[config.mk]
export PLATFORM = sky130hd
export DESIGN_NAME = bin_to_bcd_seq
export DESIGN_NICKNAME = d
export VERILOG_FILES = /design/src/rtl/disp_pkg.sv /design/src/rtl/bcd_digit_adj.sv /design/src/rtl/bin_to_bcd_seq.sv
export SDC_FILE = /design/constraint.sdc
export NUM_CORES = 1
export LEC_CHECK = 0
export ABC_AREA = 1
export BUFFER_PORTS_ARGS = -buffer_cell sky130_fd_sc_hd__buf_2
export CAP_MARGIN = 40
export CORE_MARGIN = 4
export CORE_UTILIZATION = 42
export CTS_CLUSTER_SIZE = 10
export DETAILED_ROUTE_END_ITERATION = 6
export MAX_ROUTING_LAYER = met4
export PLACE_DENSITY = 0.7
export SLEW_MARGIN = 15
export SYNTH_ARGS = -nofsm -noshare
export SYNTH_HDL_FRONTEND = slang
export SYNTH_SLANG_ARGS = --single-unit
[constraint.sdc]
create_clock -name clk -period 1.4 [get_ports clk]
set_input_delay 0.21 -clock clk [delete_from_list [all_inputs] [get_ports clk]]
set_output_delay 0.21 -clock clk [all_outputs]
set_load 0.01 [all_outputs]
[src/rtl/disp_pkg.sv]
// Shared display types and constants for the HEX-display path: FSM states, BCD digit geometry
// and helpers used to validate and reset the converter.
package disp_pkg;

    typedef enum logic {
        IDLE  = 1'b0,
        SHIFT = 1'b1
    } state_e;

    localparam int unsigned BCD_DIGIT_W   = 4;
    localparam int unsigned ADJ_THRESHOLD = 5;
    localparam int unsigned ADJ_ADD       = 3;

    // Every digit above the least significant one flagged as a leading zero.
    function automatic logic [31:0] blank_mask(input int unsigned digits);
        logic [31:0] m;
        m = '0;
        for (int i = 1; i < 32; i++) begin
            if (i < digits) m[i] = 1'b1;
        end
        return m;
    endfunction

    // True when DIGITS decimal digits can represent every WIDTH-bit unsigned value.
    function automatic logic digits_ok(input int unsigned width, input int unsigned digits);
        longint unsigned p;
        longint unsigned maxv;
        p    = 64'd1;
        maxv = (64'd1 << width) - 64'd1;
        for (int i = 0; i < 20; i++) begin
            if ((i < int'(digits)) && (p <= maxv)) p = p * 64'd10;
        end
        return p > maxv;
    endfunction

endpackage

[src/rtl/bcd_digit_adj.sv]
// Double-dabble correction for one BCD digit: values of five or more get three added so the
// following left shift carries correctly into the next decimal digit.
module bcd_digit_adj
    import disp_pkg::*;
(
    input  logic [BCD_DIGIT_W-1:0] i_digit,
    output logic [BCD_DIGIT_W-1:0] o_digit
);

    assign o_digit = (i_digit >= BCD_DIGIT_W'(ADJ_THRESHOLD))
                   ? i_digit + BCD_DIGIT_W'(ADJ_ADD)
                   : i_digit;

endmodule

[src/rtl/bin_to_bcd_seq.sv]
// Sequential binary-to-BCD converter, one bit per clock, with a leading-zero mask so the
// seven-segment decoders downstream can blank unused digits.
module bin_to_bcd_seq
    import disp_pkg::*;
#(
    parameter int unsigned WIDTH  = 16,
    parameter int unsigned DIGITS = 5
) (
    input  logic                          clk,
    input  logic                          rst,
    input  logic                          start,
    input  logic [WIDTH-1:0]              bin,
    output logic                          busy,
    output logic                          done,
    output logic [BCD_DIGIT_W*DIGITS-1:0] bcd,
    output logic [DIGITS-1:0]             lz_mask
);

    localparam int unsigned CNT_W = $clog2(WIDTH + 1);
    localparam int unsigned BCD_W = BCD_DIGIT_W * DIGITS;
    localparam logic [DIGITS-1:0] LZ_RST = DIGITS'(blank_mask(DIGITS));

    if ((WIDTH < 4) || (WIDTH > 32) || !digits_ok(WIDTH, DIGITS)) begin : g_bad_params
        $error("bin_to_bcd_seq: illegal WIDTH/DIGITS combination");
    end

    state_e             r_state;
    state_e             w_state_nxt;
    logic [WIDTH-1:0]   r_shreg;
    logic [BCD_W-1:0]   r_scratch;
    logic [CNT_W-1:0]   r_cnt;
    logic [BCD_W-1:0]   r_bcd;
    logic [DIGITS-1:0]  r_lz;
    logic               r_done;

    logic [BCD_W-1:0]       w_adj;
    logic [BCD_W+WIDTH-1:0] w_cat;
    logic [BCD_W-1:0]       w_scratch_shift;
    logic [WIDTH-1:0]       w_shreg_shift;
    logic                   w_last;
    logic [DIGITS-1:0]      w_lz_nxt;
    logic                   w_zero_above;

    for (genvar g = 0; g < int'(DIGITS); g++) begin : g_adj
        bcd_digit_adj u_adj (
            .i_digit (r_scratch[g*BCD_DIGIT_W +: BCD_DIGIT_W]),
            .o_digit (w_adj[g*BCD_DIGIT_W +: BCD_DIGIT_W])
        );
    end

    // The adjusted top digit never reaches 8 given the DIGITS constraint, so the dropped
    // bit of the shift is always zero.
    assign w_cat           = {w_adj, r_shreg} << 1;
    assign w_scratch_shift = w_cat[WIDTH +: BCD_W];
    assign w_shreg_shift   = w_cat[WIDTH-1:0];
    assign w_last          = (r_state == SHIFT) && (r_cnt == CNT_W'(1));

    always_comb begin
        w_lz_nxt     = '0;
        w_zero_above = 1'b1;
        for (int i = int'(DIGITS) - 1; i >= 1; i--) begin
            w_zero_above = w_zero_above &
                           (w_scratch_shift[i*BCD_DIGIT_W +: BCD_DIGIT_W] == '0);
            w_lz_nxt[i]  = w_zero_above;
        end
    end

    always_ff @(posedge clk) begin
        if (rst) begin
            r_state <= IDLE;
        end else begin
            r_state <= w_state_nxt;
        end
    end

    always_comb begin
        w_state_nxt = r_state;
        unique case (r_state)
            IDLE:  if (start)  w_state_nxt = SHIFT;
            SHIFT: if (w_last) w_state_nxt = IDLE;
            default: w_state_nxt = IDLE;
        endcase
    end

    always_comb begin
        busy = (r_state == SHIFT);
    end

    always_ff @(posedge clk) begin
        if (rst) begin
            r_shreg   <= '0;
            r_scratch <= '0;
            r_cnt     <= '0;
            r_bcd     <= '0;
            r_lz      <= LZ_RST;
            r_done    <= 1'b0;
        end else begin
            r_done <= w_last;
            if (r_state == IDLE) begin
                if (start) begin
                    r_shreg   <= bin;
                    r_scratch <= '0;
                    r_cnt     <= CNT_W'(WIDTH);
                end
            end else begin
                r_shreg   <= w_shreg_shift;
                r_scratch <= w_scratch_shift;
                r_cnt     <= r_cnt - CNT_W'(1);
                if (w_last) begin
                    r_bcd <= w_scratch_shift;
                    r_lz  <= w_lz_nxt;
                end
            end
        end
    end

    assign done    = r_done;
    assign bcd     = r_bcd;
    assign lz_mask = r_lz;

endmodule

==> metrics, run 1 <==
CTS Hold Bufs=0; largest family of logic cells by synthesized area=simple AND/OR/NAND/NOR gates; largest net degree at the start of global routing=26; grt ovf=0; minimum clock period=1.439 ns; Clock transition at path regs=0.08 ns; #FFs+latches synth=67; Worst Skew=0.007923 ns; failing checks=setup timing; clock buffer count from CTS=9; cells along the critical path=inv_1 > o21ai_1 > nand3_2 > nor2_4 > nand2_2 > a21oi_2; starting density of the core=0.4309; CORE AREA=7253 sq um; Overall Global Routing Usage=0.2030; Clock Latency Late Sink=0.34 ns; layout cells sized above 1=0.3772; Antenna Nets Post-Route=0; xor/xnor share of the synthesized area=0.002802; fin nets=588; vias per inst=4.950; cells after synthesis=451; antenna violations before repair=0; clock sinks=67; Total Power=4.314 mW; post-route setup slack=-0.03914 ns; Post-Route WL=8617 microns; root buf cell=clkbuf_8; Synth Area in Compound Gates=0.1197; Final period util=1.028; P&R area growth vs syn=43.96%; DRC viols=0; CTS tree=built; register area share after synthesis=0.4291; 1st-iter DRT viols=170; Crit path largest cell delay=0.48 ns; vias in the first global route=3134; crit path kind=reg2reg; Die Footprint=8886 sq um; Antenna Cells=0; switching part of the total=0.2301; maximum vdd drop=0.0006223 V; Post-Synth Adder-Cell Area=0.04804; drt wl/cell=13.04 microns; Synth Net Count=482; CP max-delay cell=dfxtp_1; fill count=626; mapped cell area=3125 sq um; Setup WS pre-CTS=-0.1183 ns; RePlAce Congestion=0.9178; Sequential Power Share=0.461; Post-Synth Simple-Gate Area=0.3070; static leakage=2.250 nW; die height=94.27 microns; row count=31; Port Buffer Count=44; Die Wd=94.27 microns; Hold Violations, Final=0; Startpoint Class=flop; Post-DP Area=3814 sq um; syn_area_per_cell=6.930 sq um; FMAX=694.9 MHz; H-tree lvl count=3; peak fanout along the critical path=4; crit end category=flop; Pwr Density=958.7 nW/um^2; FF/Latch Area=1356 sq um; post-synthesis mux area share=0; finished layout cell area=4499 sq um; Via Count=3272; RSZ-0062 raised after global routing=true; area of the multi-input gates=1780 sq um; # setup viols final=4; setup TNS=-0.1161 ns; DRT Pass-1 Iters=4; Ys Warns=0; DPL Wire Length=5475 microns; Clk pwr share=0.458; Ports=46; arrival time worst endpoint=1.72 ns; Worst EP required=1.68 ns; Slew Viols, Final=0; switching power=992.6 uW; worst hold-check slack=0.1511 ns; Hold WC Path Type=in2reg; combinational share of power=0.080; first-pass GRT wire length=13820 microns; clk buf depth=2; status=finished, violations left; Distinct cells, synth=25; Int Power=3.321 mW; number of max-cap violations=0
stage by stage:
step	instances	util
final	661	0.6203
after global routing	661	0.6203
after global placement	629	0.5258
after CTS	656	0.5855
after detailed placement	629	0.5258
after floorplan	451	-
cell usage after synthesis (all sizes together):
| cell | count | area, sq um |
|---|---|---|
| a21oi | 29 | 145.1 |
| a22oi | 6 | 45.04 |
| a31oi | 4 | 25.02 |
| buf | 7 | 35.04 |
| clkbuf | 12 | 46.29 |
| conb | 1 | 3.750 |
| dfxtp | 67 | 1341 |
| ha | 12 | 150.1 |
| inv | 55 | 206.4 |
| nand2 | 148 | 558.0 |
| nand3 | 52 | 260.3 |
| nand4 | 10 | 62.56 |
| nor2 | 15 | 56.30 |
| nor3 | 1 | 16.27 |
| o211ai | 2 | 15.01 |
| o21ai | 27 | 135.1 |
| o22a | 1 | 8.760 |
| or2 | 1 | 6.260 |
| xor2 | 1 | 8.760 |
placed cells by master, fill, tap and decap left out, types with 2 or more instances in the layout:
master and n:
nand2_1 119, buf_4 66, dfxtp_1 55, buf_2 44, inv_1 42, nand3_1 42
a21oi_1 24, nand2_2 21, o21ai_0 16, dfxtp_2 12, nor2_1 11, o21ai_1 11
inv_2 10, nand4_1 10, clkbuf_8 10, nand2_4 8, nand3_2 7, a22oi_1 6
a21oi_2 5, a31oi_1 4, ha_4 4, ha_2 4, ha_1 4, nand3_4 3
bufinv_16 3, inv_4 2, nor2_2 2, nor2_4 2, o211ai_1 2, clkinv_2 2
buf_12 2, buf_6 2
power by group through the flow:
| stage | clock network [mW] | registers (mW) | logic (mW) |
|---|---|---|---|
| 2_1_floorplan | 0 | 2.03 | 0.198 |
| 3_3_place_gp | 0 | 2.03 | 0.319 |
| 3_5_place_dp | 0 | 2.03 | 0.324 |
| 4_1_cts | 2.01 | 1.99 | 0.337 |
| 5_1_grt | 2.10 | 1.99 | 0.391 |
| 6_report | 1.98 | 1.99 | 0.347 |
cells by family (layout without fill, tap and decap cells):
kind of cell    count (synthesis)  in the layout
fa+ha+maj                      12             12
compound gates                 69             69
flops                          67             67
xor+xnor                        1              1
simple gates                  227            227
other cells                     1              1
buf+inv                        74            185
critical path, delay by kind of cell, from the launching register on:
| family | cells | cell delay (ns) |
|---|---|---|
| AND/OR/NAND/NOR | 3 | 0.40 |
| buffers and inverters | 1 | 0.13 |
| flip-flops | 1 | 0.48 |
| AO/OA/AOI/OAI | 2 | 0.37 |
what timing repair did:
item / CTS / global route
endpoints found under the setup margin: 13 / 33
pin swaps: 13 / 23
buffers inserted: 11 / 5
resized for setup: 38 / 70
final timing paths:
kind	from	end	slack, ns	depth (start not counted)
min reg2reg	r_shreg[0]	r_shreg[0]	0.46	2
max reg2reg	r_scratch[14]	lz_mask[3]	-0.04	6
max	r_scratch[14]	lz_mask[3]	-0.04	6
min	bin[13]	r_shreg[13]	0.15	5
state kept, by name (all words and copies together), names as in the netlist:
signal	flops
bcd	20
r_scratch	20
r_shreg	16
r_cnt	5
lz_mask	4
busy	1
done	1
area by class of cell:
type,count,area share
inverter,55,0.04867
clock buffer,11,0.03142
clock inverter,5,0.02225
sequential,67,0.3014
multi-input combinational,310,0.3957
tap,99,0.02753
timing repair buffer,114,0.1730
layer usage:
layer,vias to the layer above,global-route usage,part of all wire
li1,1665,-,-
met1,1526,0.2383,0.43
met2,71,0.3387,0.51
met3,10,0.04888,0.047
met4,0,0.07220,0.014
met5,-,-,0
Power figures use the tool's default switching activity.
==> inputs of run 2 (changes only) <==
--- a/config.mk
+++ b/config.mk
@@ -13,7 +13,7 @@
 export CTS_CLUSTER_SIZE = 10
 export DETAILED_ROUTE_END_ITERATION = 6
 export MAX_ROUTING_LAYER = met4
-export PLACE_DENSITY = 0.7
+export PLACE_DENSITY = 0.71
 export SLEW_MARGIN = 15
 export SYNTH_ARGS = -nofsm -noshare
 export SYNTH_HDL_FRONTEND = slang
==> run 2 against run 1 <==
Net effect: the flow still finishes with violations (setup timing); clock skew grew 0.0021 ns; sequential cell count is the same; power shrank 8.4%; sequential power is essentially flat; global-route usage shrank 0.86 points; count of clock-buffer cells in the layout shrank 1; worst hold slack lost 0.012 ns; non-clock buffer count shrank 8; cell count shrank 1.2%; largest cell class unchanged.
==> metrics, run 2 (same netlist as run 1, synthesis figures left out) <==
die height=94.27 microns; clk buf depth=2; P&R area growth vs syn=39.99%; vias per inst=4.997; Clock transition at path regs=0.08 ns; vias in the first global route=2994; Overall Global Routing Usage=0.1943; CP dominant cell by count=buf_4; Post-Route WL=8231 microns; RSZ-0062 raised after global routing=true; Pwr Density=903.5 nW/um^2; RePlAce Congestion=0.9047; CORE AREA=7253 sq um; CP max-delay cell=dfxtp_2; # setup viols final=9; combinational share of power=0.086; static leakage=2.153 nW; minimum clock period=1.439 ns; worst reg-to-reg setup slack=-0.04 ns; post-route setup slack=-0.03939 ns; status=finished, violations left; CTS Hold Bufs=0; finished layout cell area=4375 sq um; Clk pwr share=0.411; crit path kind=reg2reg; number of max-cap violations=0; switching power=996.0 uW; CTS tree=built; Via Count=3263; Antenna Cells=0; Startpoint Class=flop; 1st-iter DRT viols=135; most common cell after layout, fill and taps aside=nand2_1; Ports=46; root buf cell=clkbuf_8; arrival time worst endpoint=1.72 ns; largest net degree at the start of global routing=39; Post-DP Area=3784 sq um; DRT Pass-1 Iters=4; hold path endpoint=r_shreg[11]; Die Wd=94.27 microns; Port Buffer Count=44; hold depth=5; final non-filler cell total=653; maximum vdd drop=0.0005238 V; DRC viols=0; Hold WC Path Type=in2reg; crit end category=flop; layout cells sized above 1=0.3628; Die Footprint=8886 sq um; DPL Wire Length=5453 microns; Sequential Power Share=0.503; Worst EP required=1.68 ns; R2R Path End=bcd[17]; cells along the critical path=inv_2 > ha_4 > inv_4 > nand2_4 > nand4_1 > nand2_2 > buf_4 > buf_4 > buf_4 > o21ai_1; starting density of the core=0.4309; row count=31; clock buffer count from CTS=9; Worst Skew=0.009993 ns; Reg-to-Reg Start=r_scratch[16]; R2R depth=10; Setup WS pre-CTS=-0.1522 ns; failing checks=setup timing; clock sinks=67; Int Power=2.957 mW; Clock Latency Late Sink=0.35 ns; Final period util=1.028; switching part of the total=0.2519; Finished Core Util=0.6032; grt ovf=0; H-tree lvl count=3; Antenna Nets Post-Route=0; Crit path largest cell delay=0.36 ns; drt wl/cell=12.60 microns; Hold Violations, Final=0; first-pass GRT wire length=13410 microns; most frequent cells in the layout=nand2_1 (125), buf_4 (57), dfxtp_1 (56); peak fanout along the critical path=5; FMAX=694.7 MHz; hold path startpoint=bin[11]; antenna violations before repair=0; fin nets=580; cell count after placement=625; Slew Viols, Final=0
run 2: how the worst max path moves through the flow:
stage / start / endpoint / cells after the start
final: r_scratch[16] / bcd[17] / 10
after detailed placement: r_scratch[16] / lz_mask[3] / 11
after global routing: r_scratch[9] / lz_mask[1] / 10
after global placement: r_scratch[12] / lz_mask[3] / 11
after floorplan: r_cnt[1] / bcd[10] / 8
after CTS: r_scratch[16] / lz_mask[3] / 11
run 2: area by class of cell:
class / count / area [sq um]
flip-flops and latches: 67 / 1358
inverters: 55 / 214.0
well taps: 99 / 123.9
clock buffers: 10 / 137.6
clock inverters: 6 / 65.06
repair buffers: 106 / 716.9
fillers: 638 / 2878
multi-input cells: 310 / 1760
run 2: timing repair:
action | 4_1_cts | 5_1_grt
pin swaps | 18 | 13
setup endpoints to repair | 12 | 37
setup buffers | 9 | 4
cloned | 0 | 0
gates resized for setup | 53 | 48
run 2: power groups by stage:
stage | clock network, mW | registers [mW] | logic (mW)
2_1_floorplan | 0 | 2.03 | 0.198
3_3_place_gp | 0 | 2.03 | 0.319
3_5_place_dp | 0 | 2.03 | 0.324
4_1_cts | 1.66 | 1.99 | 0.327
5_1_grt | 1.74 | 2.00 | 0.379
6_report | 1.63 | 1.99 | 0.338
run 2: critical path: cells and delay by family, from the launching register on:
| kind | cells | cell delay (ns) |
|---|---|---|
| and+or+nand+nor | 3 | 0.27 |
| AOI/OAI and AO/OA | 1 | 0.10 |
| adders and majority gates | 1 | 0.16 |
| buffers and inverters | 5 | 0.48 |
| DFF | 1 | 0.36 |
run 2: through the flow:
step	hold WS (ns)	power (mW)	setup TNS (ns)
floorplan	0.3832	2.227	0
global placement	0.4390	2.347	-0.1783
detailed placement	0.4536	2.353	-0.7671
CTS	0.1288	3.969	-0.02841
global route	0.1446	4.111	-1.445
finish	0.1391	3.953	-0.1186
run 2: layer usage:
metal  routed length, microns  track usage  vias to the layer above
met5                        0            -                        -
li1                         -            -                     1655
met3                      349      0.03606                       15
met1                     3656       0.2352                     1512
met2                     4038       0.3138                       81
met4                      187      0.08905                        0
==> inputs of run 3 (changes only) <==
--- a/config.mk
+++ b/config.mk
@@ -13,7 +13,6 @@
 export CTS_CLUSTER_SIZE = 10
 export DETAILED_ROUTE_END_ITERATION = 6
 export MAX_ROUTING_LAYER = met4
-export PLACE_DENSITY = 0.71
 export SLEW_MARGIN = 15
 export SYNTH_ARGS = -nofsm -noshare
 export SYNTH_HDL_FRONTEND = slang
==> run 3 against run 2 <==
Net effect: the flow still finishes with violations (setup timing); core utilization increased by 3.0 points; final area up 5.0%; sequential share of layout area down 1.5 points; clock skew about the same; sequential power about the same; sequential cell count unchanged; setup slack worse by 0.017 ns; power grew 9.5%; worst hold slack improved by 0.0077 ns; critical path type unchanged; critical endpoint is now lz_mask[3]; largest cell class unchanged; highest routed layer unchanged.
==> metrics, run 3 (same netlist as run 1, synthesis figures left out) <==
vias in the first global route=3064; Worst EP required=1.68 ns; Hold WC Path Type=in2reg; Pwr Density=942.1 nW/um^2; grt ovf=0; Startpoint Class=flop; CORE AREA=7253 sq um; Overall Global Routing Usage=0.1998; root buf cell=clkbuf_8; Hold Violations, Final=0; drt wl/cell=13.17 microns; clock sinks=67; RSZ-0062 raised after global routing=true; fin nets=588; post-route setup slack=-0.05647 ns; Reg-to-Reg Start=r_scratch[16]; setup TNS=-0.1126 ns; starting density of the core=0.4309; arrival time worst endpoint=1.73 ns; DPL Wire Length=5314 microns; hold path startpoint=bin[13]; Antenna Nets Post-Route=0; crit path kind=reg2reg; DRC viols=0; Worst Skew=0.01020 ns; static leakage=2.269 nW; most frequent cells in the layout=nand2_1 (119), buf_4 (64), dfxtp_1 (54); Post-Route WL=8707 microns; clock buffer count from CTS=9; RePlAce Congestion=0.8044; Finished Core Util=0.6334; CTS tree=built; # setup viols final=4; Die Wd=94.27 microns; layout cells sized above 1=0.3986; minimum clock period=1.456 ns; most common cell after layout, fill and taps aside=nand2_1; Die Footprint=8886 sq um; Final period util=1.040; Critical Path Start=r_scratch[16]; Clock Latency Late Sink=0.34 ns; Setup WS pre-CTS=-0.1645 ns; DRT Pass-1 Iters=4; worst reg-to-reg setup slack=-0.06 ns; FMAX=686.6 MHz; Via Count=3280; Ports=46; row count=31; final non-filler cell total=661; Clock transition at path regs=0.08 ns; H-tree lvl count=3; Port Buffer Count=44; number of max-cap violations=0; P&R area growth vs syn=47.00%; 1st-iter DRT viols=148; vias per inst=4.962; antenna violations before repair=0; peak fanout along the critical path=4; status=finished, violations left; maximum vdd drop=0.0007583 V; crit end category=flop; worst hold-check slack=0.1468 ns; Slew Viols, Final=0; cell count after placement=629; Antenna Cells=0; die height=94.27 microns; largest net degree at the start of global routing=39; clk buf depth=2; failing checks=setup timing; first-pass GRT wire length=13770 microns
run 3: critical path, cell delays in order (launching register included):
cell	delay [ns]
dfxtp_2	0.33
buf_4	0.13
ha_4	0.16
nand2_4	0.07
nand4_1	0.15
nand2_2	0.13
nand2_2	0.07
nor2_4	0.14
nand2_1	0.08
a21oi_1	0.12
run 3: final cells by class:
type	count	area, sq um
fillers	657	2659
multi-input cells	310	1862
flip-flops and latches	67	1358
repair buffers	114	785.8
inverters	55	224.0
clock buffers	11	141.4
well taps	99	123.9
clock inverters	5	100.1
run 3: final timing paths:
path / endpoint / cells past startpoint
setup / recovery: lz_mask[3] / 9
hold / removal: r_shreg[13] / 5
setup reg to reg: lz_mask[3] / 9
hold reg to reg: bcd[8] / 2
run 3: power by group:
| part | internal (mW) | switching [mW] | leakage [nW] |
|---|---|---|---|
| sequential | 1.96 | 0.0333 | 0.550 |
| clock | 1.23 | 0.758 | 0.123 |
| combinational | 0.137 | 0.215 | 1.60 |
| total | 3.32 | 1.01 | 2.27 |
run 3: what timing repair did:
item	CTS	global route
gates resized for setup	60	75
pin swaps	16	33
setup buffers	8	8
setup endpoints to repair	27	33
hold buffers	0	0
run 3: per-stage QoR:
stage	area (sq um)	power [mW]
3_5_place_dp	3814	2.351
2_1_floorplan	3131	2.227
4_1_cts	4304	4.336
3_3_place_gp	3814	2.349
5_1_grt	4594	4.493
6_report	4594	4.329
run 3: routing by layer:
metal,wire length (microns),GRT usage,share of wire,vias to the layer above
met5,0,-,0,-
met4,119,0.06378,0.014,0
met3,465,0.05048,0.053,12
met2,4217,0.3203,0.48,82
met1,3905,0.2468,0.45,1515
li1,-,-,-,1671
